### src/rtl/tl_a_arb2.sv
// 2:1 TileLink-UL A-channel arbiter with round-robin fairness and burst locking.
// D responses are steered back to the requesting master by source bit 2.
module tl_a_arb2 #(
  parameter int unsigned MAX_SIZE  = 6,
  parameter int unsigned BEAT_LOG2 = 3
) (
  input  logic        clock,
  input  logic        reset_n,

  input  logic        m0_a_valid,
  output logic        m0_a_ready,
  input  logic [2:0]  m0_a_opcode,
  input  logic [2:0]  m0_a_param,
  input  logic [2:0]  m0_a_size,
  input  logic [1:0]  m0_a_source,
  input  logic [31:0] m0_a_address,
  input  logic [7:0]  m0_a_mask,
  input  logic [63:0] m0_a_data,
  output logic        m0_d_valid,
  input  logic        m0_d_ready,
  output logic [2:0]  m0_d_opcode,
  output logic [2:0]  m0_d_size,
  output logic [1:0]  m0_d_source,
  output logic        m0_d_denied,
  output logic [63:0] m0_d_data,

  input  logic        m1_a_valid,
  output logic        m1_a_ready,
  input  logic [2:0]  m1_a_opcode,
  input  logic [2:0]  m1_a_param,
  input  logic [2:0]  m1_a_size,
  input  logic [1:0]  m1_a_source,
  input  logic [31:0] m1_a_address,
  input  logic [7:0]  m1_a_mask,
  input  logic [63:0] m1_a_data,
  output logic        m1_d_valid,
  input  logic        m1_d_ready,
  output logic [2:0]  m1_d_opcode,
  output logic [2:0]  m1_d_size,
  output logic [1:0]  m1_d_source,
  output logic        m1_d_denied,
  output logic [63:0] m1_d_data,

  output logic        s_a_valid,
  input  logic        s_a_ready,
  output logic [2:0]  s_a_opcode,
  output logic [2:0]  s_a_param,
  output logic [2:0]  s_a_size,
  output logic [2:0]  s_a_source,
  output logic [31:0] s_a_address,
  output logic [7:0]  s_a_mask,
  output logic [63:0] s_a_data,
  input  logic        s_d_valid,
  output logic        s_d_ready,
  input  logic [2:0]  s_d_opcode,
  input  logic [2:0]  s_d_size,
  input  logic [2:0]  s_d_source,
  input  logic        s_d_denied,
  input  logic [63:0] s_d_data
);

  localparam logic [2:0] MAX_SZ  = 3'(MAX_SIZE);
  localparam logic [2:0] BEAT_SZ = 3'(BEAT_LOG2);

  logic       prio_q, prio_d;
  logic       lock_q, lock_d;
  logic       owner_q, owner_d;
  logic       hold_q, hold_d;
  logic [2:0] beats_left_q, beats_left_d;

  logic       grant;
  logic       a_fire;
  logic       last_beat;
  logic [2:0] eff_size;
  logic [2:0] span;
  logic [2:0] beats_m1;

  // An outstanding offer or an open burst pins the grant to the current owner.
  always_comb begin
    grant = prio_q;
    if (lock_q || hold_q) begin
      grant = owner_q;
    end else if (m0_a_valid ^ m1_a_valid) begin
      grant = m1_a_valid;
    end
  end

  always_comb begin
    if (grant) begin
      s_a_valid   = m1_a_valid;
      s_a_opcode  = m1_a_opcode;
      s_a_param   = m1_a_param;
      s_a_size    = m1_a_size;
      s_a_source  = {1'b1, m1_a_source};
      s_a_address = m1_a_address;
      s_a_mask    = m1_a_mask;
      s_a_data    = m1_a_data;
    end else begin
      s_a_valid   = m0_a_valid;
      s_a_opcode  = m0_a_opcode;
      s_a_param   = m0_a_param;
      s_a_size    = m0_a_size;
      s_a_source  = {1'b0, m0_a_source};
      s_a_address = m0_a_address;
      s_a_mask    = m0_a_mask;
      s_a_data    = m0_a_data;
    end
  end

  assign m0_a_ready = ~grant & s_a_ready;
  assign m1_a_ready = grant & s_a_ready;
  assign a_fire     = s_a_valid & s_a_ready;

  // Remaining beats after the first: only Puts wider than one beat span several.
  always_comb begin
    eff_size = (s_a_size > MAX_SZ) ? MAX_SZ : s_a_size;
    span     = eff_size - BEAT_SZ;
    if (span > 3'd3) begin
      span = 3'd3;
    end
    beats_m1 = 3'd0;
    if (!s_a_opcode[2] && (eff_size > BEAT_SZ)) begin
      beats_m1 = 3'((4'd1 << span) - 4'd1);
    end
  end

  always_comb begin
    prio_d       = prio_q;
    lock_d       = lock_q;
    beats_left_d = beats_left_q;
    last_beat    = 1'b0;
    hold_d       = s_a_valid & ~s_a_ready;
    owner_d      = grant;
    if (a_fire) begin
      if (lock_q) begin
        beats_left_d = beats_left_q - 3'd1;
        if (beats_left_q == 3'd1) begin
          lock_d    = 1'b0;
          last_beat = 1'b1;
        end
      end else if (beats_m1 != 3'd0) begin
        lock_d       = 1'b1;
        beats_left_d = beats_m1;
      end else begin
        last_beat = 1'b1;
      end
    end
    // Hand the tie-break to the other master once a message completes.
    if (last_beat) begin
      prio_d = ~grant;
    end
  end

  always_ff @(posedge clock or negedge reset_n) begin
    if (!reset_n) begin
      prio_q       <= 1'b0;
      lock_q       <= 1'b0;
      owner_q      <= 1'b0;
      hold_q       <= 1'b0;
      beats_left_q <= 3'd0;
    end else begin
      prio_q       <= prio_d;
      lock_q       <= lock_d;
      owner_q      <= owner_d;
      hold_q       <= hold_d;
      beats_left_q <= beats_left_d;
    end
  end

  // Stateless D return path: fields broadcast, valid steered by the tag bit.
  assign m0_d_valid  = s_d_valid & ~s_d_source[2];
  assign m1_d_valid  = s_d_valid & s_d_source[2];
  assign s_d_ready   = s_d_source[2] ? m1_d_ready : m0_d_ready;

  assign m0_d_opcode = s_d_opcode;
  assign m0_d_size   = s_d_size;
  assign m0_d_source = s_d_source[1:0];
  assign m0_d_denied = s_d_denied;
  assign m0_d_data   = s_d_data;

  assign m1_d_opcode = s_d_opcode;
  assign m1_d_size   = s_d_size;
  assign m1_d_source = s_d_source[1:0];
  assign m1_d_denied = s_d_denied;
  assign m1_d_data   = s_d_data;

endmodule

### config.mk
export PLATFORM = sky130hd
export DESIGN_NAME = tl_a_arb2
export DESIGN_NICKNAME = d
export VERILOG_FILES = /design/src/rtl/tl_a_arb2.sv
export SDC_FILE = /design/constraint.sdc
export NUM_CORES = 1
export LEC_CHECK = 0
export ABC_AREA = 0
export BUFFER_PORTS_ARGS = -buffer_cell sky130_fd_sc_hd__buf_2
export CAP_MARGIN = 20
export CELL_PAD_IN_SITES_DETAIL_PLACEMENT = 1
export CELL_PAD_IN_SITES_GLOBAL_PLACEMENT = 1
export CORE_AREA = 3 3 223 225
export DETAILED_ROUTE_END_ITERATION = 10
export DIE_AREA = 0 0 226 228
export GPL_ROUTABILITY_DRIVEN = 0
export PLACE_DENSITY_LB_ADDON = 0.1
export SYNTH_ARGS = -nofsm -noshare
export SYNTH_HDL_FRONTEND = slang
export SYNTH_SLANG_ARGS = --single-unit
### constraint.sdc
create_clock -name clock -period 4.4 [get_ports clock]
set_input_delay 0.44 -clock clock [delete_from_list [all_inputs] [get_ports clock]]
set_output_delay 0.44 -clock clock [all_outputs]
set_load 0.01 [all_outputs]
# Yosys cells after proc, flatten, opt, wreduce, memory -nomap -nowiden
# Cells that the tools add are included.
# classes
n_shift,1
n_bitwise,10
mux,23
addsub,3
eq_ne,1
magnitude_cmp,3
reduce_logical,6
# ops
cell,n
two-way mux 64 bit,1
two-way mux 32 bit,1
two-way mux 3 bit,9
two-way mux 1 bit,11
two-way mux 8 bit,1
AND 1 bit,6
"> comparator 3 x 2 -> 1 bit, second input constant",2
"subtractor 3 x 1 -> 3 bit, second input constant",2
"equality test 3 x 1 -> 1 bit, second input constant",1
"> comparator 3 bit, second input constant",1
NOT 1 bit,3
nonzero test 3 bit,1
"<< shifter 1 x 3 -> 3 bit, first input constant",1
"subtractor 3 x 2 -> 3 bit, second input constant",1
AND reduction 2 bit,1
nonzero test 2 bit,1
logical AND 1 bit,1
zero test 1 bit,1
logical OR 1 bit,1
XOR 1 bit,1
# totals
word_cells,52
register_bits,7
output_inout_bits,268

# Longest topological paths before layout
# Gate-level depths: netlist (run 1).
# depth
word_depth,16
ltp_mapped,16
mapped_depth_nobuf,15

# Worst setup path before layout (run 1)
# No wires, ideal clock.
# synth_path
path_kind,in2reg
startpoint,input port m0_a_valid
endpoint,register beats_left_q[0]
slack_ns,0.371
setup_time_ns,0.128
required_ns,4.272
cell_stages,15
arrival_ns,3.902
cell_sequence,a21boi_1 o41ai_4 clkbuf_1 mux2_2 ha_1 nand2b_1 a21oi_1 or2_1 nand3b_1 ha_1 or2_2 a2bb2oi_1 o211a_1 o21ai_1 mux2_1
# synth_between
elab_chain_len,15
elab_cells_between_ends,23
classes_between,2 x add/sub; 3 x order compare; 1 x shift; 10 x mux; 2 x bitwise; 5 x reduce/logical
# synth_rtl
element,line,rtl
from (decl),10,"input logic m0_a_valid,"
XOR 1 bit (*),83,end else if (m0_a_valid ^ m1_a_valid) begin
two-way mux 1 bit (*),83,
two-way mux 1 bit (*),81,if (lock_q || hold_q) begin
via grant,71,logic grant;
two-way mux 3 bit,89,if (grant) begin
> comparator 3 bit,116,eff_size = (s_a_size > MAX_SZ) ? MAX_SZ : s_a_size;
two-way mux 3 bit,116,
subtractor 3 x 2 -> 3 bit,117,span = eff_size - BEAT_SZ;
> comparator 3 x 2 -> 1 bit,118,if (span > 3'd3) begin
two-way mux 3 bit,118,
<< shifter 1 x 3 -> 3 bit,123,beats_m1 = 3'((4'd1 << span) - 4'd1);
subtractor 3 x 1 -> 3 bit,123,
two-way mux 3 bit,122,if (!s_a_opcode[2] && (eff_size > BEAT_SZ)) begin
nonzero test 3 bit,141,end else if (beats_m1 != 3'd0) begin
nonzero test 2 bit (no source line),n/a,
AND reduction 2 bit (no source line),n/a,
to (signal assigned),166,beats_left_q <= beats_left_d;
to (decl),69,"logic [2:0] beats_left_q, beats_left_d;"
# The timed path passes the listed nets; every way through them passes the cells marked *. The select of a mux whose other input is x is not followed.
# A chain may end at the register's enable or synchronous reset.

# Worst setup path after layout (run 1)
# layout_path
startpoint,register prio_q
endpoint,register beats_left_q[0]
# layout_between
elab_chain_len,14
elab_cells_between_ends,22
classes_between,2 x add/sub; 3 x order compare; 1 x shift; 10 x mux; 1 x bitwise; 5 x reduce/logical
# layout_rtl
element,line,rtl
from (decl),65,"logic prio_q, prio_d;"
from (signal assigned),162,prio_q <= prio_d;
two-way mux 1 bit (*),83,
two-way mux 1 bit (*),81,
two-way mux 3 bit,89,
> comparator 3 bit,116,
two-way mux 3 bit,116,
subtractor 3 x 2 -> 3 bit,117,
> comparator 3 x 2 -> 1 bit,118,
two-way mux 3 bit,118,
<< shifter 1 x 3 -> 3 bit,123,
subtractor 3 x 1 -> 3 bit,123,
two-way mux 3 bit,122,
nonzero test 3 bit,141,
nonzero test 2 bit (no source line),n/a,
AND reduction 2 bit (no source line),n/a,
# Every way passes the cells marked *; elsewhere a longest branch is shown, timed or not. The select of a mux whose other input is x is not followed.

==> results of run 1 <==
-- critical path: stages (launching register included) --
cell and delay [ns]:
dfrtp_1 0.39, a21boi_1 0.11, o41ai_4 0.49, mux2i_1 0.34
inv_1 0.07, ha_1 0.24, nand2b_1 0.16, a21boi_1 0.16
or2_1 0.20, nand3b_1 0.10, ha_1 0.23, or2_2 0.29
a2bb2oi_1 0.15, o211a_1 0.20, o21ai_1 0.24, mux2_1 0.35
-- layout make-up --
type,instances,share of cell area [%]
Timing Repair Buffer,364,39.4
Clock buffer,4,1.70
Inverter,9,0.727
Antenna cell,2,0.108
Sequential cell,7,3.77
Tap cell,615,16.6
Multi-Input combinational cell,179,37.7
-- layer usage --
metal  global-route usage [%]  vias up  share of wire, %
met2                     13.7      338                49
met1                     8.32     1389                36
met4                    0.238       18              0.35
met3                     4.73       24                14
met5                        0        -              0.60
li1                         -     1489                 -
-- state kept, by name, summed over array words and instances, names as in the netlist --
name          flops
beats_left_q      3
hold_q            1
lock_q            1
owner_q           1
prio_q            1
-- through the flow --
step / area (um^2) / util (%) / setup slack [ns]
2_1_floorplan: 3120 / - / 0.371
3_3_place_gp: 4560 / 9.56 / 0.286
3_5_place_dp: 4560 / 9.56 / 0.299
4_1_cts: 4640 / 9.72 / 0.469
5_1_grt: 4650 / 9.73 / 0.128
6_report: 4650 / 9.73 / 0.561
-- logic make-up (layout without fill, tap and decap cells) --
family,Yosys count,in the layout
AO/OA/AOI/OAI,21,21
buffers and inverters,170,377
AND/OR/NAND/NOR,31,31
other,0,2
multiplexers,123,123
adder cells (fa/ha/maj),4,4
flip-flops,7,7
-- cells in the final DEF, fill, tap and decap left out, types with 2 or more instances in the layout --
cell type / synthesis / routed
a21boi_0: 2 / 2
a21boi_1: 2 / 2
a21oi_1: 2 / 2
and2_1: 2 / 2
buf_2: 0 / 360
buf_4: 147 / 4
clkbuf_16: 0 / 3
dfrtp_1: 7 / 7
diode_2: 0 / 2
ha_1: 4 / 4
inv_1: 9 / 9
mux2_2: 116 / 116
mux2i_1: 6 / 6
nand2_1: 8 / 8
nand2b_1: 4 / 4
nand3_1: 2 / 2
nor2_1: 6 / 6
nor2b_1: 3 / 3
o21ai_0: 2 / 2
o21ai_1: 3 / 3
-- report_power, final --
part | switching [W] | internal, W
clock network | 0.0000363 | 0.000121
registers | 0.0000245 | 0.0000929
logic | 0.00119 | 0.00103
total | 0.00125 | 0.00124
-- path summary, 6_finish.rpt --
kind | cells after the start | start | to
setup / recovery | 15 | prio_q$_DFFE_PN0P_ | beats_left_q[0]$_DFFE_PN0P_
hold / removal | 1 | reset_n | hold_q$_DFF_PN0_
setup reg to reg | 15 | prio_q$_DFFE_PN0P_ | beats_left_q[0]$_DFFE_PN0P_
hold reg to reg | 1 | beats_left_q[0]$_DFFE_PN0P_ | beats_left_q[0]$_DFFE_PN0P_
max in group asynchronous | 1 | reset_n | beats_left_q[0]$_DFFE_PN0P_
min in group clock | 2 | s_a_ready | hold_q$_DFF_PN0_
==> metrics, run 1 <==
htree depth 1; Mapped Cells 356; Detailed Route WL 21300 um; Post-Layout Cell Count 1180; total of max-cap violations 0; initial antenna violation count 17; Critical Path RT 4.51 ns; DPL Wire Length 19600 um; FP Rows 80; Pre-antenna DRT Iters 4; # port buffers 360; top-area cell type share of the netlist area 41.9%; Post-Place Cells 1174; vias in the first global route 3805; Routed Antenna Nets 0; cell with the most instances after synthesis buf_4; min Tclk post-route 3.84 ns; Setup CP Type register to register; die area 0.0515 mm^2; commonest cells in the netlist 147 x buf_4, 116 x mux2_2, 14 x clkbuf_1; PostCTS Resize Cnt 0; CP max FO 5; min-delay worst type input pin to async pin; FF+latch count, synth 7; hold buffers post-CTS 0; mux cell area share after synthesis 44.2%; Clock transition at path regs 0.04 ns; async set-reset flop share out of synthesis 100%; Post-CTS Setup Bufs 0; register area share after synthesis 5.62%; register area 175 um^2; Slew @ Worst Pin 0.782 ns; Worst Skew 0.00260 ns; Synth Area in Compound Gates 5.38%; CTS Buffer Depth 2; die extent in y 228 um; status complete, no violations; CTS tree built; Worst Path Arrival 3.95 ns; first-pass GRT wire length 28600 um; XOR/XNOR Fraction of Synth Area 0%; multi-input gate area in the final layout 0.00175 mm^2; Hold Slack 0.0561 ns; All-Layer GR Usage 7.75%; Post-Synth Adder-Cell Area 1.61%; Netlist Area Pre-Place 0.00312 mm^2; Tot Pwr 0.00250 W; final hold violations 0; largest family of logic cells by synthesized area multiplexers; CTS Buf Count 3; Leak Pwr 2.24 nW; Synth Flop Type dfrtp_1; Die X 226 um; EDFF count, synth 0; layout cell share with drive strength beyond 1 86.1%; crit path capture type register; number of warnings issued by yosys 0; via count 3258; Clock Latency Late Sink 0.23 ns; Worst Setup Start Kind register; setup TNS 0 ns; pin count of the biggest net entering global routing 54; Tcrit/Tclk final 87.2%; simple-gate portion of the synthesized area 5.06%; GRT overflow 0; fill count 5792; P per Cell Area 538 mW/mm^2; Final Max Slew Viols 0; DRC viols 0; syn_area_per_cell 8.76 um^2; Routed WL per cell 18.1 um; initial drt markers 44; Fmax achieved 261 MHz; top cell type by total area after synthesis mux2_2; maximum vdd drop 0.000188 V; core area 0.0477 mm^2; clk sink count 7; syn nets 672; # IOs 580; synth unique cells 35; worst relative slew slack 47.9%; Final nets 880; Area Growth Syn to Fin 49.0%; setup violators final 0; Root Buffer clkbuf_16; vias per std cell 2.76; largest cells by area after synthesis mux2_2 42%, buf_4 35%, dfrtp_1 5.6%, mux2i_1 1.9%, clkbuf_1 1.7%; reg2reg setup slack 0.56 ns; Initial Utilization 6.53%; RSZ-0062 raised after global routing false
Note: power is estimated with default switching activity, not from simulation.
==> run 2, diff against run 1 <==
--- a/config.mk
+++ b/config.mk
@@ -10,9 +10,9 @@
 export CAP_MARGIN = 20
 export CELL_PAD_IN_SITES_DETAIL_PLACEMENT = 1
 export CELL_PAD_IN_SITES_GLOBAL_PLACEMENT = 1
-export CORE_AREA = 3 3 223 225
+export CORE_AREA = 3 3 224 226
 export DETAILED_ROUTE_END_ITERATION = 10
-export DIE_AREA = 0 0 226 228
+export DIE_AREA = 0 0 227 229
 export GPL_ROUTABILITY_DRIVEN = 0
 export PLACE_DENSITY_LB_ADDON = 0.1
 export SYNTH_ARGS = -nofsm -noshare
==> constraint.sdc (replaced) <==
create_clock -name clock -period 3.3 [get_ports clock]
set_input_delay 0.33 -clock clock [delete_from_list [all_inputs] [get_ports clock]]
set_output_delay 0.33 -clock clock [all_outputs]
set_load 0.01 [all_outputs]
==> run 2 against run 1 <==
  * The run now ends with setup timing left
  * Critical path type unchanged
  * Total power increased by 43%
  * Register-to-register slack got worse by 0.57 ns
  * Clock-buffer cell count unchanged
  * Clock power increased by 33%
  * Worst hold slack improved by 0.25 ns
==> metrics, run 2 (synthesis results as in run 1) <==
Largest register FFs 3 (unchanged); Slew @ Worst Pin 0.615 ns (was 0.782 ns); Detailed Route WL 21000 um (was 21300 um); CTS Buffer Depth 2 (unchanged); crit path capture type register (unchanged); total of max-cap violations 0 (unchanged); max incr delay on CP 0.41 ns (was 0.49 ns); Fmax achieved 302 MHz (was 261 MHz); violated checks setup timing; post-route setup slack -0.0136 ns (was 0.561 ns); Comb pwr share 89.6% (was 89.0%); Final nets 900 (was 880); initial antenna violation count 23 (was 17); Area Growth Syn to Fin 57.9% (was 49.0%); # IOs 580 (unchanged); path depth of the worst reg2reg path 14 (was 15); pin count of the biggest net entering global routing 58 (was 54); via count 3411 (was 3258); Setup CP Type register to register (unchanged); maximum vdd drop 0.000309 V (was 0.000188 V); Final Max Slew Viols 0 (unchanged); RSZ-0062 raised after global routing true (was false); Reg with most FFs beats_left_q (unchanged); Pre-antenna DRT Iters 4 (unchanged); htree depth 1 (unchanged); Die X 227 um (was 226 um); Worst Skew 0.00165 ns (was 0.00260 ns); worst r2r src lock_q$_DFFE_PN0P_ (was prio_q$_DFFE_PN0P_); DPL Wire Length 19000 um (was 19600 um); vias per std cell 2.82 (was 2.76); Flop pwr share 4.5% (was 4.7%); Net Sw Frac 47.1% (was 50.2%); vias in the first global route 3932 (was 3805); setup violators final 1 (was 0); pre-CTS WS -0.174 ns (was 0.299 ns); Tcrit/Tclk final 100% (was 87.2%); status complete, but fails checks (was complete, no violations); first-pass GRT wire length 28500 um (was 28600 um); Routed WL per cell 17.3 um (was 18.1 um); clk sink count 7 (unchanged); Root Buffer clkbuf_16 (unchanged); Routed Antenna Nets 0 (unchanged); FP Rows 81 (was 80); P per Cell Area 724 mW/mm^2 (was 538 mW/mm^2); Worst R2R End beats_left_q[0]$_DFFE_PN0P_ (unchanged); Hold Path Origin s_a_ready; Initial Utilization 6.42% (was 6.53%); most common cell after layout, fill and taps aside buf_2 (unchanged); worst relative slew slack 59.0% (was 47.9%); Critical Path RT 3.41 ns (was 4.51 ns); initial drt markers 27 (was 44); min-delay worst type input pin to register (was input pin to async pin); die extent in y 229 um (was 228 um); All-Layer GR Usage 7.57% (was 7.75%); min Tclk post-route 3.31 ns (was 3.84 ns); layout cell share with drive strength beyond 1 89.2% (was 86.1%); Worst Path Arrival 3.43 ns (was 3.95 ns); Clock transition at path regs 0.04 ns (about the same); highest-delay cell along the critical path dfrtp_1 (was o41ai_4); die area 0.0520 mm^2 (was 0.0515 mm^2); hold path depth 2; CTS Buf Count 3 (unchanged); final hold violations 0 (unchanged); CP max FO 4 (was 5); core area 0.0485 mm^2 (was 0.0477 mm^2); Hold Path Sink hold_q$_DFF_PN0_; Clock Power Share 5.9% (was 6.3%); CTS tree built (unchanged); DRC viols 0 (unchanged); Leak Pwr 2.37 nW (was 2.24 nW); most frequent cells in the layout 360 x buf_2, 115 x mux2_2, 20 x buf_4, 8 x inv_1 (was 360 x buf_2, 116 x mux2_2, 9 x inv_1, 8 x nand2_1, 7 x dfrtp_1); Critical Path, Cell by Cell o41ai_4 -> buf_4 -> mux2_4 -> ha_4 -> nand2b_4 -> a21boi_2 -> or2_4 -> nand3b_1 -> ha_2 -> or2_4 -> a2bb2oi_1 -> o211a_1 -> o21ai_2 -> mux2_4 (was a21boi_1 -> o41ai_4 -> mux2i_1 -> inv_1 -> ha_1 -> nand2b_1 -> a21boi_1 -> or2_1 -> nand3b_1 -> ha_1 -> or2_2 -> a2bb2oi_1 -> o211a_1 -> o21ai_1 -> mux2_1); Clock Latency Late Sink 0.23 ns (about the same); Int Pwr 0.00189 W (was 0.00124 W); reg2reg setup slack -0.01 ns (was 0.56 ns); Tot Pwr 0.00356 W (was 0.00250 W); Worst Setup Start Kind register (unchanged); GRT overflow 0 (unchanged); NetSw 0.00168 W (was 0.00125 W); # port buffers 360 (unchanged)
## run 2: metrics by stage
step | hold slack [ns] | std cells | util, % | instance area [um^2] | setup TNS, ns
2_1_floorplan | 0.0344 | 356 | - | 3180 | -0.655
4_1_cts | 0.310 | 1201 | 10.0 | 4850 | -0.0173
5_1_grt | 0.319 | 1208 | 10.1 | 4920 | -0.636
6_report | 0.302 | 1208 | 10.1 | 4920 | -0.0136
3_3_place_gp | 0.199 | 1192 | 9.69 | 4700 | -0.191
3_5_place_dp | 0.186 | 1192 | 9.69 | 4700 | -0.402
## run 2: power by group through the flow
stage	clock, W	sequential [W]	combinational [W]
after floorplan	0	0.000146	0.00205
after global placement	0	0.000157	0.00320
after detailed placement	0	0.000155	0.00316
after CTS	0.000213	0.000156	0.00325
after global routing	0.000221	0.000166	0.00349
final	0.000209	0.000162	0.00319
## run 2: how the worst max path moves through the flow
stage | slack (ns) | start | to | depth (start not counted)
3_5_place_dp | -0.17 | m0_a_valid | beats_left_q[0]$_DFFE_PN0P_ | 16
3_3_place_gp | -0.11 | m0_a_valid | beats_left_q[0]$_DFFE_PN0P_ | 16
2_1_floorplan | -0.31 | lock_q$_DFFE_PN0P_ | beats_left_q[0]$_DFFE_PN0P_ | 14
4_1_cts | -0.02 | prio_q$_DFFE_PN0P_ | beats_left_q[0]$_DFFE_PN0P_ | 16
6_report | -0.01 | lock_q$_DFFE_PN0P_ | beats_left_q[0]$_DFFE_PN0P_ | 14
5_1_grt | -0.19 | lock_q$_DFFE_PN0P_ | beats_left_q[0]$_DFFE_PN0P_ | 15
## run 2: per-layer routing
metal / vias to the layer above / share of wire (%) / GRT usage [%] / wire length, um
met5: - / 0.70 / 0 / 147
met4: 22 / 0.77 / 0.177 / 162
met3: 42 / 13 / 5.09 / 2820
met2: 329 / 52 / 14.1 / 10900
met1: 1485 / 33 / 7.30 / 6970
li1: 1533 / - / - / -
## run 2: what timing repair did
| action | CTS | global route |
|---|---|---|
| gates resized for setup | 8 | 7 |
| endpoints found under the setup margin | 35 | 37 |
| buffers inserted | 4 | 4 |
| hold endpoints to repair | 7 | 0 |
| hold buffers | 1 | 0 |
| pin swaps | 6 | 9 |
## run 2: final cells by class
| type | instances | area [um^2] |
|---|---|---|
| clock buffer | 4 | 78.8 |
| sequential | 7 | 175 |
| tap | 622 | 778 |
| inverter | 9 | 33.8 |
| fill | 5842 | 43600 |
| multi-input combinational | 179 | 1860 |
| timing repair buffer | 384 | 2000 |
| antenna | 3 | 7.51 |
## run 2: worst max-delay path, delay by kind of cell, from the launching register on
kind | cells | cell delay (ns)
muxes | 2 | 0.63
and+or+nand+nor | 4 | 0.58
adders and majority gates | 2 | 0.36
buffers and inverters | 1 | 0.20
AOI/OAI and AO/OA | 5 | 0.99
DFF | 1 | 0.41
==> run 3, diff against run 2 <==
--- a/config.mk
+++ b/config.mk
@@ -10,11 +10,13 @@
 export CAP_MARGIN = 20
 export CELL_PAD_IN_SITES_DETAIL_PLACEMENT = 1
 export CELL_PAD_IN_SITES_GLOBAL_PLACEMENT = 1
-export CORE_AREA = 3 3 224 226
+export CORE_AREA = 2 2 223 225
 export DETAILED_ROUTE_END_ITERATION = 10
-export DIE_AREA = 0 0 227 229
+export DIE_AREA = 0 0 225 227
 export GPL_ROUTABILITY_DRIVEN = 0
+export GPL_TIMING_DRIVEN = 1
 export PLACE_DENSITY_LB_ADDON = 0.1
+export SETUP_SLACK_MARGIN = 0.4
 export SYNTH_ARGS = -nofsm -noshare
 export SYNTH_HDL_FRONTEND = slang
 export SYNTH_SLANG_ARGS = --single-unit
==> run 3 against run 2 <==
  * The run still ends with setup timing left
  * Total power is 3.8% higher
  * Die area decreased by 1.7%
  * Setup slack worse by 0.028 ns
  * Final cell count about the same
  * Combinational power up 4%
  * Critical path depth unchanged
  * Sequential power about the same
  * Fmax is 0.84% lower
  * Clock skew grew 0.00051 ns
  * Critical path type unchanged
  * Largest cell class unchanged
==> metrics, run 3 (synthesis results as in run 1) <==
Clock Latency Late Sink 0.23 ns (about the same); die area 0.0511 mm^2 (was 0.0520 mm^2); Clock Power Share 5.7% (was 5.9%); Pre-antenna DRT Iters 4 (unchanged); hold path depth 2 (unchanged); violated checks setup timing (unchanged); maximum vdd drop 0.000330 V (was 0.000309 V); Hold Path Sink hold_q$_DFF_PN0_ (unchanged); fill count 5844 (was 5842); Flop pwr share 4.3% (was 4.5%); Tcrit/Tclk final 101% (was 100%); Worst Setup Start Kind register (unchanged); P per Cell Area 743 mW/mm^2 (was 724 mW/mm^2); final hold violations 0 (unchanged); # port buffers 360 (unchanged); core area 0.0485 mm^2 (unchanged); Leak Pwr 2.39 nW (was 2.37 nW); vias in the first global route 3788 (was 3932); pin count of the biggest net entering global routing 60 (was 58); clk sink count 7 (unchanged); CTS Buffer Depth 2 (unchanged); Routed WL per cell 15.5 um (was 17.3 um); Clock transition at path regs 0.04 ns (about the same); Post-Layout Cell Count 1209 (was 1208); CTS tree built (unchanged); # IOs 580 (unchanged); path depth of the worst reg2reg path 14 (unchanged); min Tclk post-route 3.34 ns (was 3.31 ns); RSZ-0062 raised after global routing true (unchanged); CP max FO 4 (unchanged); Die X 225 um (was 227 um); Fmax achieved 299 MHz (was 302 MHz); vias per std cell 2.80 (was 2.82); post-route setup slack -0.0416 ns (was -0.0136 ns); DPL Wire Length 16600 um (was 19000 um); initial drt markers 41 (was 27); Setup CP Type register to register (unchanged); layout cell share with drive strength beyond 1 89.2% (about the same); Routed Antenna Nets 0 (unchanged); crit path capture type register (unchanged); Tot Pwr 0.00370 W (was 0.00356 W); Int Pwr 0.00199 W (was 0.00189 W); htree depth 1 (unchanged); Critical Path RT 3.42 ns (was 3.41 ns); Root Buffer clkbuf_16 (unchanged); Worst Skew 0.00216 ns (was 0.00165 ns); worst r2r src lock_q$_DFFE_PN0P_ (unchanged); first-pass GRT wire length 25500 um (was 28500 um); Net Sw Frac 46.1% (was 47.1%); reg2reg setup slack -0.04 ns (was -0.01 ns); Slew @ Worst Pin 0.500 ns (was 0.615 ns); initial antenna violation count 4 (was 23); min-delay worst type input pin to register (unchanged); NetSw 0.00170 W (was 0.00168 W); design area 0.00498 mm^2 (was 0.00492 mm^2); FP Rows 81 (unchanged); Area Growth Syn to Fin 59.7% (was 57.9%); setup violators final 1 (unchanged); Final nets 901 (was 900); pre-CTS WS -0.209 ns (was -0.174 ns); Post-Place Cells 1193 (was 1192); DRC viols 0 (unchanged); setup TNS -0.0416 ns (was -0.0136 ns); Comb pwr share 90.0% (was 89.6%); via count 3386 (was 3411); All-Layer GR Usage 6.82% (was 7.57%); Final Max Slew Viols 0 (unchanged); CTS Buf Count 3 (unchanged); Worst R2R End beats_left_q[0]$_DFFE_PN0P_ (unchanged); GRT overflow 0 (unchanged); most frequent cells in the layout 360 x buf_2, 114 x mux2_2, 19 x buf_4, 9 x inv_1, 7 x nand2_1 (was 360 x buf_2, 115 x mux2_2, 20 x buf_4, 8 x inv_1); total of max-cap violations 0 (unchanged); Hold Path Origin s_a_ready (unchanged); status complete, but fails checks (unchanged); worst relative slew slack 65.7% (was 59.0%); most common cell after layout, fill and taps aside buf_2 (unchanged); Initial Utilization 6.42% (unchanged); placed inst area 0.00471 mm^2 (was 0.00470 mm^2); Reg with most FFs beats_left_q (unchanged); Detailed Route WL 18800 um (was 21000 um); Largest register FFs 3 (unchanged); die extent in y 227 um (was 229 um); Worst Path Arrival 3.46 ns (was 3.43 ns)
-- run 3: cell count changes in the layout (fill, tap and decap cells not counted), sizes merged --
cell  change
buf       +1
-- run 3: power groups by stage --
stage               clock [W]  combinational, W  sequential (W)
floorplan                   0           0.00205        0.000146
global placement            0           0.00319        0.000159
detailed placement          0           0.00313        0.000159
CTS                  0.000217           0.00339        0.000159
global route         0.000227           0.00364        0.000166
finish               0.000212           0.00333        0.000159
-- run 3: per-layer routing --
| metal | up-vias | global-route usage [%] | part of all wire [%] |
|---|---|---|---|
| li1 | 1540 | - | - |
| met1 | 1506 | 6.92 | 35 |
| met2 | 328 | 12.5 | 51 |
| met3 | 8 | 4.14 | 13 |
| met4 | 4 | 0.342 | 0.18 |
| met5 | - | 0 | 0.16 |
-- run 3: worst max path at each step --
stage                                  start                           to  slack (ns)  cells after the start
after global routing      lock_q$_DFFE_PN0P_  beats_left_q[0]$_DFFE_PN0P_       -0.21                     14
after detailed placement          m0_a_valid  beats_left_q[0]$_DFFE_PN0P_       -0.21                     16
after global placement            m0_a_valid  beats_left_q[0]$_DFFE_PN0P_       -0.14                     16
final                     lock_q$_DFFE_PN0P_  beats_left_q[0]$_DFFE_PN0P_       -0.04                     14
after CTS                 prio_q$_DFFE_PN0P_  beats_left_q[0]$_DFFE_PN0P_        -0.1                     15
after floorplan           lock_q$_DFFE_PN0P_  beats_left_q[0]$_DFFE_PN0P_       -0.31                     14
-- run 3: stage by stage --
stage                     util [%]  hold WS [ns]
after floorplan                  -        0.0344
after global placement        9.70         0.196
after detailed placement      9.70         0.188
after CTS                     10.1         0.307
after global routing          10.3         0.309
final                         10.3         0.308
-- run 3: final cells by class --
cell class / instances / area (um^2) / share of cell area, %
antenna: 3 / 7.51 / 0.151
clock buffer: 4 / 78.8 / 1.58
timing repair buffer: 385 / 2060 / 41.3
tap: 622 / 778 / 15.6
inverter: 9 / 33.8 / 0.679
sequential: 7 / 176 / 3.54
multi-input combinational: 179 / 1850 / 37.1
-- run 3: what timing repair did --
| action | in CTS | in global routing |
|---|---|---|
| gates cloned | 1 | 0 |
| setup buffers | 4 | 3 |
| endpoints found under the setup margin | 113 | 66 |
| pin swaps | 9 | 10 |
| hold endpoints to repair | 7 | 0 |
| gates resized for setup | 12 | 10 |
| hold buffers | 1 | 0 |
-- run 3: worst max-delay path, stage by stage (launching register included) --
cell and delay [ns]:
dfrtp_2 0.43, o41ai_4 0.47, mux2i_1 0.29, inv_1 0.10, ha_4 0.18, nand2b_4 0.13
a21boi_2 0.15, or2_4 0.15, nand3b_1 0.09, ha_2 0.19, or2_4 0.22, a2bb2oi_1 0.14
o211a_1 0.17, o21ai_2 0.20, mux2_4 0.31
